<file path="src/rtl/mult_seq_nbits.sv">
// Sequential shift-add multiplier: WIDTH-cycle signed/unsigned multiply with valid/ready handshakes.
// Define MULT_SEQ_EARLY_EXIT_EN to finish as soon as the remaining multiplier bits are all zero.
module mult_seq_nbits #(
  parameter  int WIDTH = 8,
  localparam int CNT_W = $clog2(WIDTH + 1),
  localparam int PW    = 2 * WIDTH
) (
  input  logic             clk_i,
  input  logic             rst_n_i,
  input  logic             valid_i,
  output logic             ready_o,
  input  logic [WIDTH-1:0] a_i,
  input  logic [WIDTH-1:0] b_i,
  input  logic             signed_i,
  output logic             valid_o,
  input  logic             ready_i,
  output logic [PW-1:0]    s_o
);

  typedef enum logic [1:0] {IDLE, CALC, DONE} state_t;

  state_t           state;
  logic [CNT_W-1:0] cnt;
  logic [WIDTH-1:0] mcand;
  logic [WIDTH-1:0] acc;
  logic [WIDTH-1:0] mplier;
  logic             neg;

  logic [WIDTH-1:0] a_mag, b_mag;
  logic [WIDTH:0]   sum;
  logic [WIDTH-1:0] acc_nxt, mplier_nxt;
  logic [CNT_W-1:0] cnt_nxt;
  logic [PW-1:0]    prod_full, prod, result;
  logic             finish;

`ifdef MULT_SEQ_EARLY_EXIT_EN
  logic [WIDTH-1:0] b_rem;
  logic [WIDTH-1:0] b_rem_nxt;
`endif

  // Magnitudes are WIDTH-bit unsigned, so -2^(WIDTH-1) maps to 2^(WIDTH-1) without overflow.
  // NOTE: every always_comb output gets a default assignment first so no latch can be inferred.
  always_comb begin
    a_mag = a_i;
    b_mag = b_i;
    if (signed_i && a_i[WIDTH-1]) a_mag = '0 - a_i;
    if (signed_i && b_i[WIDTH-1]) b_mag = '0 - b_i;
  end

  // One add-and-shift step of {carry, acc, mplier}.
  always_comb begin
    sum        = {1'b0, acc} + {1'b0, mcand & {WIDTH{mplier[0]}}};
    acc_nxt    = sum[WIDTH:1];
    mplier_nxt = {sum[0], mplier[WIDTH-1:1]};
    cnt_nxt    = cnt - CNT_W'(1);
    prod_full  = {acc_nxt, mplier_nxt};
  end

`ifdef MULT_SEQ_EARLY_EXIT_EN
  // With no multiplier bits left, the remaining steps only shift, so one barrel shift replaces them.
  always_comb begin
    b_rem_nxt = b_rem >> 1;
    finish    = (cnt == CNT_W'(1)) || (b_rem_nxt == '0);
    prod      = prod_full >> cnt_nxt;
  end
`else
  always_comb begin
    finish = (cnt == CNT_W'(1));
    prod   = prod_full;
  end
`endif

  // Negating zero yields zero, so a signed zero product never becomes -0.
  always_comb begin
    result = prod;
    if (neg) result = {PW{1'b0}} - prod;
  end

  // NOTE: sequential state uses non-blocking assignments so every register samples pre-edge values.
  always_ff @(posedge clk_i or negedge rst_n_i) begin
    if (!rst_n_i) begin
      state   <= IDLE;
      ready_o <= 1'b1;
      valid_o <= 1'b0;
      s_o     <= '0;
      cnt     <= '0;
      mcand   <= '0;
      acc     <= '0;
      mplier  <= '0;
      neg     <= 1'b0;
`ifdef MULT_SEQ_EARLY_EXIT_EN
      b_rem   <= '0;
`endif
    end else begin
      case (state)
        IDLE: begin
          if (valid_i && ready_o) begin
            mcand   <= a_mag;
            mplier  <= b_mag;
            acc     <= '0;
            neg     <= signed_i & (a_i[WIDTH-1] ^ b_i[WIDTH-1]);
            cnt     <= CNT_W'(WIDTH);
`ifdef MULT_SEQ_EARLY_EXIT_EN
            b_rem   <= b_mag;
`endif
            ready_o <= 1'b0;
            state   <= CALC;
          end
        end

        CALC: begin
          acc    <= acc_nxt;
          mplier <= mplier_nxt;
          cnt    <= cnt_nxt;
`ifdef MULT_SEQ_EARLY_EXIT_EN
          b_rem  <= b_rem_nxt;
`endif
          if (finish) begin
            s_o     <= result;
            valid_o <= 1'b1;
            state   <= DONE;
          end
        end

        DONE: begin
          if (ready_i) begin
            valid_o <= 1'b0;
            ready_o <= 1'b1;
            state   <= IDLE;
          end
        end

        default: begin
          valid_o <= 1'b0;
          ready_o <= 1'b1;
          state   <= IDLE;
        end
      endcase
    end
  end

endmodule
</file>
<file path="config.mk">
export PLATFORM = sky130hd
export DESIGN_NAME = mult_seq_nbits
export DESIGN_NICKNAME = d
export VERILOG_FILES = /design/src/rtl/mult_seq_nbits.sv
export SDC_FILE = /design/constraint.sdc
export NUM_CORES = 1
export LEC_CHECK = 0
export ABC_AREA = 1
export BUFFER_PORTS_ARGS = -buffer_cell sky130_fd_sc_hd__buf_2
export CAP_MARGIN = 5
export CORE_UTILIZATION = 54
export CTS_BUF_LIST = sky130_fd_sc_hd__clkbuf_8
export CTS_CLUSTER_DIAMETER = 30
export DETAILED_ROUTE_END_ITERATION = 7
export PLACE_DENSITY = 0.78
export SETUP_SLACK_MARGIN = 0.1
export SYNTH_ARGS = -nofsm -noshare
export SYNTH_HDL_FRONTEND = slang
export SYNTH_SLANG_ARGS = --single-unit
</file>
<file path="constraint.sdc">
create_clock -name clk_i -period 2.5 [get_ports clk_i]
set_clock_uncertainty 0.1 [all_clocks]
set_input_delay 0.5 -clock clk_i [delete_from_list [all_inputs] [get_ports clk_i]]
set_output_delay 0.5 -clock clk_i [all_outputs]
set_load 0.05 [all_outputs]
</file>
**After elaboration in Yosys (flattened, before gate mapping)**

Index checks and enable logic that the tools add are counted.

- Input bits: 21
- Output and inout port bits: 18
- Register bits after elaboration: 49
- Logic and storage cells: 55

- Mux-type cells: 19
- Bitwise operators: 5
- $add $sub $neg: 5
- Reduce and logical (&&, ||, !) cells: 11
- Equality and inequality tests: 6

Operators by type and width:

| cell | number |
|---|---|
| 2-to-1 mux 8 bit | 4 |
| one-hot mux 8 bit (2 select lines) | 2 |
| 2-to-1 mux 16 bit | 1 |
| subtractor 1 x 16 -> 16 bit (first input constant) | 1 |
| subtractor 1 x 8 -> 8 bit (first input constant) | 2 |
| adder 8 x 8 -> 9 bit | 1 |
| AND reduction 3 bit | 3 |
| bitwise AND 8 bit | 1 |
| one-hot mux 4 bit (2 select lines) | 1 |
| 2-to-1 mux 2 bit | 3 |
| != test 2 bit (second input constant) | 3 |
| one-hot mux 1 bit (3 select lines) | 2 |
| one-hot mux 2 bit (3 select lines) | 1 |
| AND reduction 2 bit | 3 |
| equality test 4 x 1 -> 1 bit (second input constant) | 1 |
| 2-to-1 mux 1 bit | 4 |
| 2-to-1 mux 4 bit | 1 |
| subtractor 4 x 1 -> 4 bit (second input constant) | 1 |
| logical AND 1 bit | 3 |
| equality test 2 x 1 -> 1 bit (second input constant) | 1 |
| equality test 2 bit (second input constant) | 1 |
| logical NOT 2 bit | 1 |
| inverter 1 bit | 2 |
| nonzero test 2 bit | 1 |
| 2 further kinds | 2 |

**Depth between registers and ports, before layout**

Gate-level depths: netlist of the first run.

- Depth after elaboration: 4
- Depth in mapped cells: 18

**Worst setup path after synthesis of the first run**

No wires, ideal clock.

- Path kind: flip-flop to flip-flop
- From: register mplier[0]
- To: register s_o[14]
- Setup slack: 199 ps
- Setup time: 118 ps
- Data required time: 2282 ps
- Data arrival time: 2083 ps
- Path buffers: 1
- Stages on the path, launching flop included: 16
- Cells stage by stage: dfrtp_1 clkbuf_1 nand2_1 inv_1 ha_1 fa_1 nor2_2 nand2_2 nor2_2 nand2_2 nor2_4 nand3_2 nand2_1 nand2_1 nand3_1 nand2_1

- Longest elaborated chain between the ends: 4

Ends and longest elaborated chain:

| what | line | source |
|---|---|---|
| start: declaration | 26 | `logic [WIDTH-1:0] mplier;` |
| start signal: assignment | 99 | `mplier <= b_mag;` |
| start signal: assignment | 113 | `mplier <= mplier_nxt;` |
| bitwise AND 8 bit * | 52 | `sum = {1'b0, acc} + {1'b0, mcand & {WIDTH{mplier[0]}}};` |
| adder 8 x 8 -> 9 bit * | 52 |  |
| subtractor 1 x 16 -> 16 bit | 76 | `if (neg) result = {PW{1'b0}} - prod;` |
| 2-to-1 mux 16 bit * | 76 |  |
| end signal: assignment | 119 | `s_o <= result;` |
| end: declaration | 17 | `output logic [PW-1:0] s_o` |

Mark *: on every way between the ends. The rest lies on a longest branch, timed or not.
A chain may end at the register's enable or synchronous reset.

**Worst setup path after layout of the first run**

- From: register mcand[0]
- To: register s_o[14]

- Longest elaborated chain between the ends: 4

Ends and longest elaborated chain:

| what | line | source |
|---|---|---|
| start: declaration | 24 | `logic [WIDTH-1:0] mcand;` |
| start signal: assignment | 98 | `mcand <= a_mag;` |
| bitwise AND 8 bit * | 52 |  |
| adder 8 x 8 -> 9 bit * | 52 |  |
| subtractor 1 x 16 -> 16 bit | 76 |  |
| 2-to-1 mux 16 bit * | 76 |  |

Marks and branches as above.

==> reports/qor.csv, run 1 <==
stage;metric;value;unit
run_status;status;finished, final reports clean;
cts;clk slew on worst S/H paths;0.09;ns
cells_and_area;fin util;0.626;
synthesis;synthesized area per cell;8.03;um^2
global_routing;GRT Util Overall;0.231;
placed_design;gpl congestion;0.830;
synthesis;simple-gate share of the synthesized area;0.284;
floorplan;I/O pin count;39;
cells_and_area;Fillers;495;
cells_and_area;fin nets;456;
setup_path;startpoint types;register;
cells_and_area;Design Area, Final;3420;um^2
global_routing;Overflow after GRT;0;
synthesis;most common cell in the netlist;nand2_1;
power;Lkg Pwr;1.83;nW
synthesis;multiplexer area fraction after synthesis;0;
synthesis;Top FF cell, synth;dfrtp_1;
placed_design;DP Area;3320;um^2
min_path;HP Class;input pin to async pin;
synthesis;Yosys warning count;0;
cells_and_area;Antenna Cells;0;
synthesis;Synth top area share;0.393;
synthesis;Post-Synth XOR/XNOR Area;0.0516;
synthesis;Seq cells post-synth;49;
global_routing;first-pass GRT wire length;10.9;mm
floorplan;row count;27;
synthesis;post-synth cell types;39;
drt;via count;2564;
synthesis;Cells after Synth;381;
setup_path;most used cell, CP;nand2_1;
timing;min cycle time layout;2.22;ns
global_routing;vias in the first global route;2456;
cts;CTS sink count;49;
setup_path;CP peak stage delay;0.47;ns
synthesis;Synth Area in Adders;0.0597;
synthesis;compound-cell area share of the yosys netlist;0.130;
synthesis;largest area contributor in the netlist;dfrtp_1;
drt;Detail Route Antenna Nets;0;
cells_and_area;synthesis-to-layout area growth;12.0;%
floorplan;Die Span Y;77.3;um
synthesis;Mapped Area;3060;um^2
floorplan;initial core utilization;0.559;
setup_path;worst path required time;2.60;ns
drt;Via density;5.19;
setup_path;critical path, cell by cell;nand2_1 > inv_1 > ha_1 > fa_2 > nor2_2 > nand2_2 > nor2_4 > nand2_2 > nor2_4 > nand3_2 > nand2_1 > nand2_1 > nand3_1 > nand2_1;
timing;fmax;0.450;GHz
setup_path;crit-path max FO;3;
synthesis;largest family of logic cells by synthesized area;simple AND/OR/NAND/NOR gates;
floorplan;Die W;77.3;um
cts;CTS buffer count;5;
cts;clock root buffer;clkbuf_8;
cts;worst-case clock buffer depth;2;
timing;Hold Vio Cnt, Final;0;
drt;drt total wl;6.22;mm
run;Max-Cap Viols;0;
drt;DRC errors left;0;
cts;H-tree depth;2;
timing;period utilization;0.889;
floorplan;die area;5970;um^2
global_routing;initial antenna violation count;0;
synthesis;Synth async-reset ratio;1.00;
timing;RSZ-0062 raised after global routing;false;
power;PD cells;1170;nW/um^2
setup_path;Setup CP Type;register to register;
synthesis;register area share after synthesis;0.401;
timing;Setup Viol. Count Final;0;
placed_design;Final HPWL DP;4.79;mm
cts;CTS tree;yes;
power;Worst VDD drop;588;uV
cts;hold_buf cts;0;
cells_and_area;share of cells above drive strength 1;0.218;
global_routing;largest net degree at the start of global routing;35;
cts;clk_lat worst skew;0.31;ns
synthesis;Synth top cells by count;101 x nand2_1, 48 x dfrtp_1, 37 x inv_1, 22 x o21ai_0, 17 x nor2_1;
synthesis;synth top area cells;dfrtp_1 39%, nand2_1 12%, ha_1 5.3%;
drt;DRT Pass-1 Iters;4;
floorplan;core area;5470;um^2
synthesis;Post-Syn Nets;416;
setup_path;CP max stage cell;fa_2;
placed_design;I/O Buffers;38;
setup_path;critical path capture point type;register;
power;Total Power;4.02;mW
drt;drt wl/cell;12.6;um
setup_path;WP data arrival;2.32;ns
timing;Max-slew headroom;0.489;
timing;Worst-Margin Slew;0.767;ns
synthesis;Post-synth EDFFs;0;
timing;Setup Total Neg Slack;0;ns
drt;number of DRC markers in iteration 0;169;
timing;number of max-slew violations in the final report;0;
==> layout by cell type, fill, tap and decap left out, types with 2 or more instances in the layout <==
| cell | Yosys | layout |
|---|---|---|
| nor3_1 | 3 | 3 |
| o22ai_1 | 2 | 2 |
| nor4_1 | 2 | 2 |
| xor2_1 | 16 | 16 |
| dfrtp_1 | 48 | 48 |
| clkbuf_8 | 0 | 6 |
| buf_4 | 0 | 3 |
| inv_2 | 10 | 10 |
| o21ai_0 | 22 | 22 |
| ha_1 | 13 | 13 |
| nand2_4 | 3 | 3 |
| nor2_1 | 17 | 17 |
| buf_2 | 6 | 38 |
| a21oi_1 | 12 | 12 |
| xnor2_1 | 2 | 2 |
| nand3b_1 | 4 | 4 |
| nand4_1 | 3 | 3 |
| nand2_1 | 101 | 101 |
| nand2_2 | 12 | 12 |
| nand3_2 | 2 | 2 |
| inv_1 | 37 | 38 |
| o21ai_1 | 15 | 15 |
| nor2_2 | 5 | 4 |
| nor2_8 | 2 | 2 |
| nand3_1 | 14 | 14 |
| o221ai_1 | 8 | 8 |
| o31ai_1 | 5 | 5 |
| nor2_4 | 3 | 4 |
==> critical path, delay by kind of cell, from the launching register on <==
family,cells,cell delay [ns]
buffers and inverters,1,0.04
adder cells (fa/ha/maj),2,0.68
flip-flops,1,0.38
AND/OR/NAND/NOR,11,0.92
==> report_power, final <==
| part | internal (mW) | total, mW | switching, mW |
|---|---|---|---|
| clock | 0.221 | 0.488 | 0.267 |
| sequential | 1.11 | 1.34 | 0.230 |
| combinational | 0.687 | 2.19 | 1.51 |
| total | 2.02 | 4.02 | 2.00 |
==> cell families after synthesis <==
family                     count (synthesis)
DFF                                       49
buffers and inverters                     57
AOI/OAI and AO/OA                         68
and+or+nand+nor                          175
xor gates and xnor gates                  18
adders and majority gates                 14
==> through the flow <==
| step | instances | setup WS (ns) | hold slack [ns] |
|---|---|---|---|
| after floorplan | 381 | 0.199 | 0.104 |
| after global placement | 486 | 0.298 | 0.359 |
| after detailed placement | 486 | 0.223 | 0.361 |
| after CTS | 494 | 0.197 | 0.182 |
| after global routing | 494 | 0.102 | 0.216 |
| final | 494 | 0.277 | 0.158 |
==> layout make-up <==
cell class / instances / area [um^2] / area share
multi-input combinational: 275 / 1610 / 0.471
sequential: 49 / 1230 / 0.358
timing repair buffer: 41 / 213 / 0.0621
inverter: 49 / 186 / 0.0544
tap: 72 / 90.1 / 0.0263
clock buffer: 6 / 82.6 / 0.0241
clock inverter: 2 / 11.3 / 0.00329
==> timing repair <==
| item | CTS | global route |
|---|---|---|
| gates resized for setup | 0 | 2 |
| setup buffers | 0 | 0 |
| endpoints found under the setup margin | 0 | 2 |
| hold endpoints to repair | 0 | 0 |
==> metal layers <==
metal  routed length [um]  vias up  part of all wire  global-route usage
met4                   85        0             0.014              0.0755
met2                 2990       56              0.48               0.395
met5                    0        -                 0                   0
met3                  209        9             0.034              0.0369
met1                 2930     1177              0.47               0.298
li1                     -     1322                 -                   -
==> sequential cells by signal, indices dropped and copies added (netlist names) <==
signal	count
mplier	8
valid_o	1
s_o	16
mcand	8
state	2
neg	1
cnt	4
ready_o	1
acc	8
==> final timing paths <==
path                       cells after the start  slack (ns)                    to            startpoint
max                                           14        0.28   s_o[14]$_DFFE_PN0P_  mcand[0]$_DFFE_PN0P_
min                                            1        0.16   s_o[14]$_DFFE_PN0P_               rst_n_i
max reg2reg                                   14        0.28   s_o[14]$_DFFE_PN0P_  mcand[0]$_DFFE_PN0P_
min reg2reg                                    2        0.39   s_o[13]$_DFFE_PN0P_   s_o[13]$_DFFE_PN0P_
max in group asynchronous                      2        1.46    s_o[9]$_DFFE_PN0P_               rst_n_i
min in group clk_i                             3        0.38  mcand[7]$_DFFE_PN0P_                a_i[7]
(Power assumes the default switching activity.)
==> inputs of run 2 (changes only) <==
--- a/config.mk
+++ b/config.mk
@@ -9,10 +9,11 @@
 export BUFFER_PORTS_ARGS = -buffer_cell sky130_fd_sc_hd__buf_2
 export CAP_MARGIN = 5
 export CORE_UTILIZATION = 54
-export CTS_BUF_LIST = sky130_fd_sc_hd__clkbuf_8
+export CTS_BUF_LIST = sky130_fd_sc_hd__clkbuf_4 sky130_fd_sc_hd__clkbuf_8
 export CTS_CLUSTER_DIAMETER = 30
 export DETAILED_ROUTE_END_ITERATION = 7
 export PLACE_DENSITY = 0.78
+export RECOVER_POWER = 25
 export SETUP_SLACK_MARGIN = 0.1
 export SYNTH_ARGS = -nofsm -noshare
 export SYNTH_HDL_FRONTEND = slang
==> reports/qor.csv, run 2 (synthesized netlist as in run 1, its figures left out) <==
stage;metric;value;unit;change
run_status;status;complete, but fails checks;;
run_status;failing checks;max-capacitance violations, max-slew violations;;
setup_path;worst path required time;2.60;ns;about the same
drt;Detail Route Antenna Nets;0;;unchanged
cts;CTS buffer count;5;;unchanged
floorplan;die area;5970;um^2;unchanged
run;Max-Cap Viols;1;;+1
drt;DRC errors left;0;;unchanged
drt;drt total wl;6.26;mm;+0.55%
cts;clk_lat worst skew;0.31;ns;about the same
timing;period utilization;0.890;;about the same
cts;H-tree depth;2;;unchanged
timing;RSZ-0062 raised after global routing;false;;
drt;Via density;5.20;;+0.12%
setup_path;Buf/Inv on CP;1;;unchanged
setup_path;critical path capture point type;register;;
cts;worst-case clock buffer depth;2;;unchanged
floorplan;Die W;77.3;um;unchanged
timing;Setup Total Neg Slack;0;ns;unchanged
cells_and_area;synthesis-to-layout area growth;12.1;%;about the same
setup_path;Setup CP Type;register to register;;
floorplan;row count;27;;unchanged
floorplan;core area;5470;um^2;unchanged
cts;clk slew on worst S/H paths;0.09;ns;about the same
setup_path;WP data arrival;2.33;ns;about the same
cells_and_area;max reg flops;16;;unchanged
timing;Setup Viol. Count Final;0;;unchanged
setup_path;CP peak stage delay;0.47;ns;about the same
global_routing;GRT Util Overall;0.231;;-0.000373
floorplan;I/O pin count;39;;unchanged
drt;DRT Pass-1 Iters;5;;+1
setup_path;CP top delay family;simple AND/OR/NAND/NOR gates;;
global_routing;first-pass GRT wire length;10.9;mm;-0.13%
setup_path;crit-path max FO;3;;unchanged
power;Total Power;4.04;mW;+0.36%
cells_and_area;fin util;0.626;;about the same
cells_and_area;share of cells above drive strength 1;0.218;;unchanged
floorplan;Die Span Y;77.3;um;unchanged
placed_design;I/O Buffers;38;;unchanged
timing;Max-slew headroom;-0.231;;-0.720
cells_and_area;most flop-heavy register;s_o;;
power;Worst VDD drop;589;uV;about the same
global_routing;vias in the first global route;2445;;-0.45%
global_routing;Overflow after GRT;0;;unchanged
placed_design;gpl congestion;0.830;;unchanged
global_routing;largest net degree at the start of global routing;35;;unchanged
cells_and_area;most frequent cells in the layout;101 x nand2_1, 48 x dfrtp_1, 37 x inv_1, 37 x buf_2, 22 x o21ai_0;;
global_routing;initial antenna violation count;0;;unchanged
cts;Setup Buffers After CTS;0;;unchanged
cells_and_area;Antenna Cells;0;;unchanged
timing;fmax;0.450;GHz;about the same
timing;number of max-slew violations in the final report;35;;+35
timing;Worst-Margin Slew;1.85;ns;+1.08 ns
cts;clock root buffer;clkbuf_8;;
floorplan;initial core utilization;0.559;;unchanged
setup_path;most used cell, CP;nand2_1;;
min_path;HP Class;input pin to register;;
timing;min cycle time layout;2.22;ns;+0.00173 ns
setup_path;startpoint types;register;;
cells_and_area;fin nets;456;;unchanged
power;Lkg Pwr;1.83;nW;-0.19%
power;PD cells;1180;nW/um^2;+0.29%
cts;CTS sink count;49;;unchanged
drt;number of DRC markers in iteration 0;127;;-25%
drt;via count;2567;;+0.12%
setup_path;critical path, cell by cell;nand2_1 > inv_1 > ha_1 > fa_2 > nor2_2 > nand2_2 > nor2_4 > nand2_2 > nor2_4 > nand3_2 > nand2_1 > nand2_1 > nand3_1 > nand2_1;;
cells_and_area;most common cell after layout, fill and taps aside;nand2_1;;
cts;hold_buf cts;0;;unchanged
cts;CTS tree;yes;;
setup_path;CP max stage cell;fa_2;;
placed_design;Final HPWL DP;4.79;mm;unchanged
timing;Hold Vio Cnt, Final;0;;unchanged
drt;drt wl/cell;12.7;um;+0.55%
## run 2: cell types whose count changed in the layout (fill, tap and decap cells not counted)
cell | previous run | this run
clkbuf_4 | 0 | 1
clkbuf_1 | 0 | 1
buf_2 | 38 | 37
inv_1 | 38 | 37
## run 2: metrics by stage
step | std cells | cell area (um^2) | hold slack, ns | worst slack [ns]
floorplan | 381 | 3060 | 0.104 | 0.199
global placement | 486 | 3320 | 0.359 | 0.298
detailed placement | 486 | 3320 | 0.361 | 0.223
CTS | 494 | 3420 | 0.181 | 0.197
global route | 494 | 3430 | 0.398 | 0.102
finish | 494 | 3430 | 0.380 | 0.276
## run 2: final timing paths
kind / slack [ns] / start / end / cells after the start
setup / recovery: 0.28 / mcand[0]$_DFFE_PN0P_ / s_o[14]$_DFFE_PN0P_ / 14
max in group asynchronous: 0.65 / rst_n_i / mcand[3]$_DFFE_PN0P_ / 1
setup reg to reg: 0.28 / mcand[0]$_DFFE_PN0P_ / s_o[14]$_DFFE_PN0P_ / 14
hold reg to reg: 0.39 / s_o[13]$_DFFE_PN0P_ / s_o[13]$_DFFE_PN0P_ / 2
hold / removal: 0.38 / a_i[7] / mcand[7]$_DFFE_PN0P_ / 3
min in group asynchronous: 0.58 / rst_n_i / s_o[14]$_DFFE_PN0P_ / 1
## run 2: layout make-up
cell class	instances	area, um^2
fillers	495	2050
multi-input cells	275	1610
flip-flops and latches	49	1230
repair buffers	41	211
inverters	49	186
clock buffers	7	90.1
well taps	72	90.1
clock inverters	1	7.51
## run 2: report_power, final
group	switching (mW)	leakage, nW	total, mW	internal (mW)
Sequential	0.230	0.630	1.34	1.11
Combinational	1.51	1.15	2.19	0.686
Clock	0.267	0.0479	0.503	0.236
Total	2.00	1.83	4.04	2.03
## run 2: layer usage
layer / GRT usage / share of wire / vias to the layer above
met5: 0 / 0 / -
met4: 0.0717 / 0.012 / 0
met3: 0.0369 / 0.036 / 7
met2: 0.397 / 0.48 / 60
met1: 0.296 / 0.47 / 1176
li1: - / - / 1324
## run 2: what timing repair did
item                                    in CTS  in global routing
endpoints found under the setup margin       0                  2
endpoints found under the hold margin        0                  0
gates resized for setup                      0                  2
## run 2: worst reg2reg max path: cells and delay by family (launching register included)
family,cells,cell delay (ns)
simple gates,11,0.92
fa+ha+maj,2,0.68
buf+inv,1,0.04
flops,1,0.38
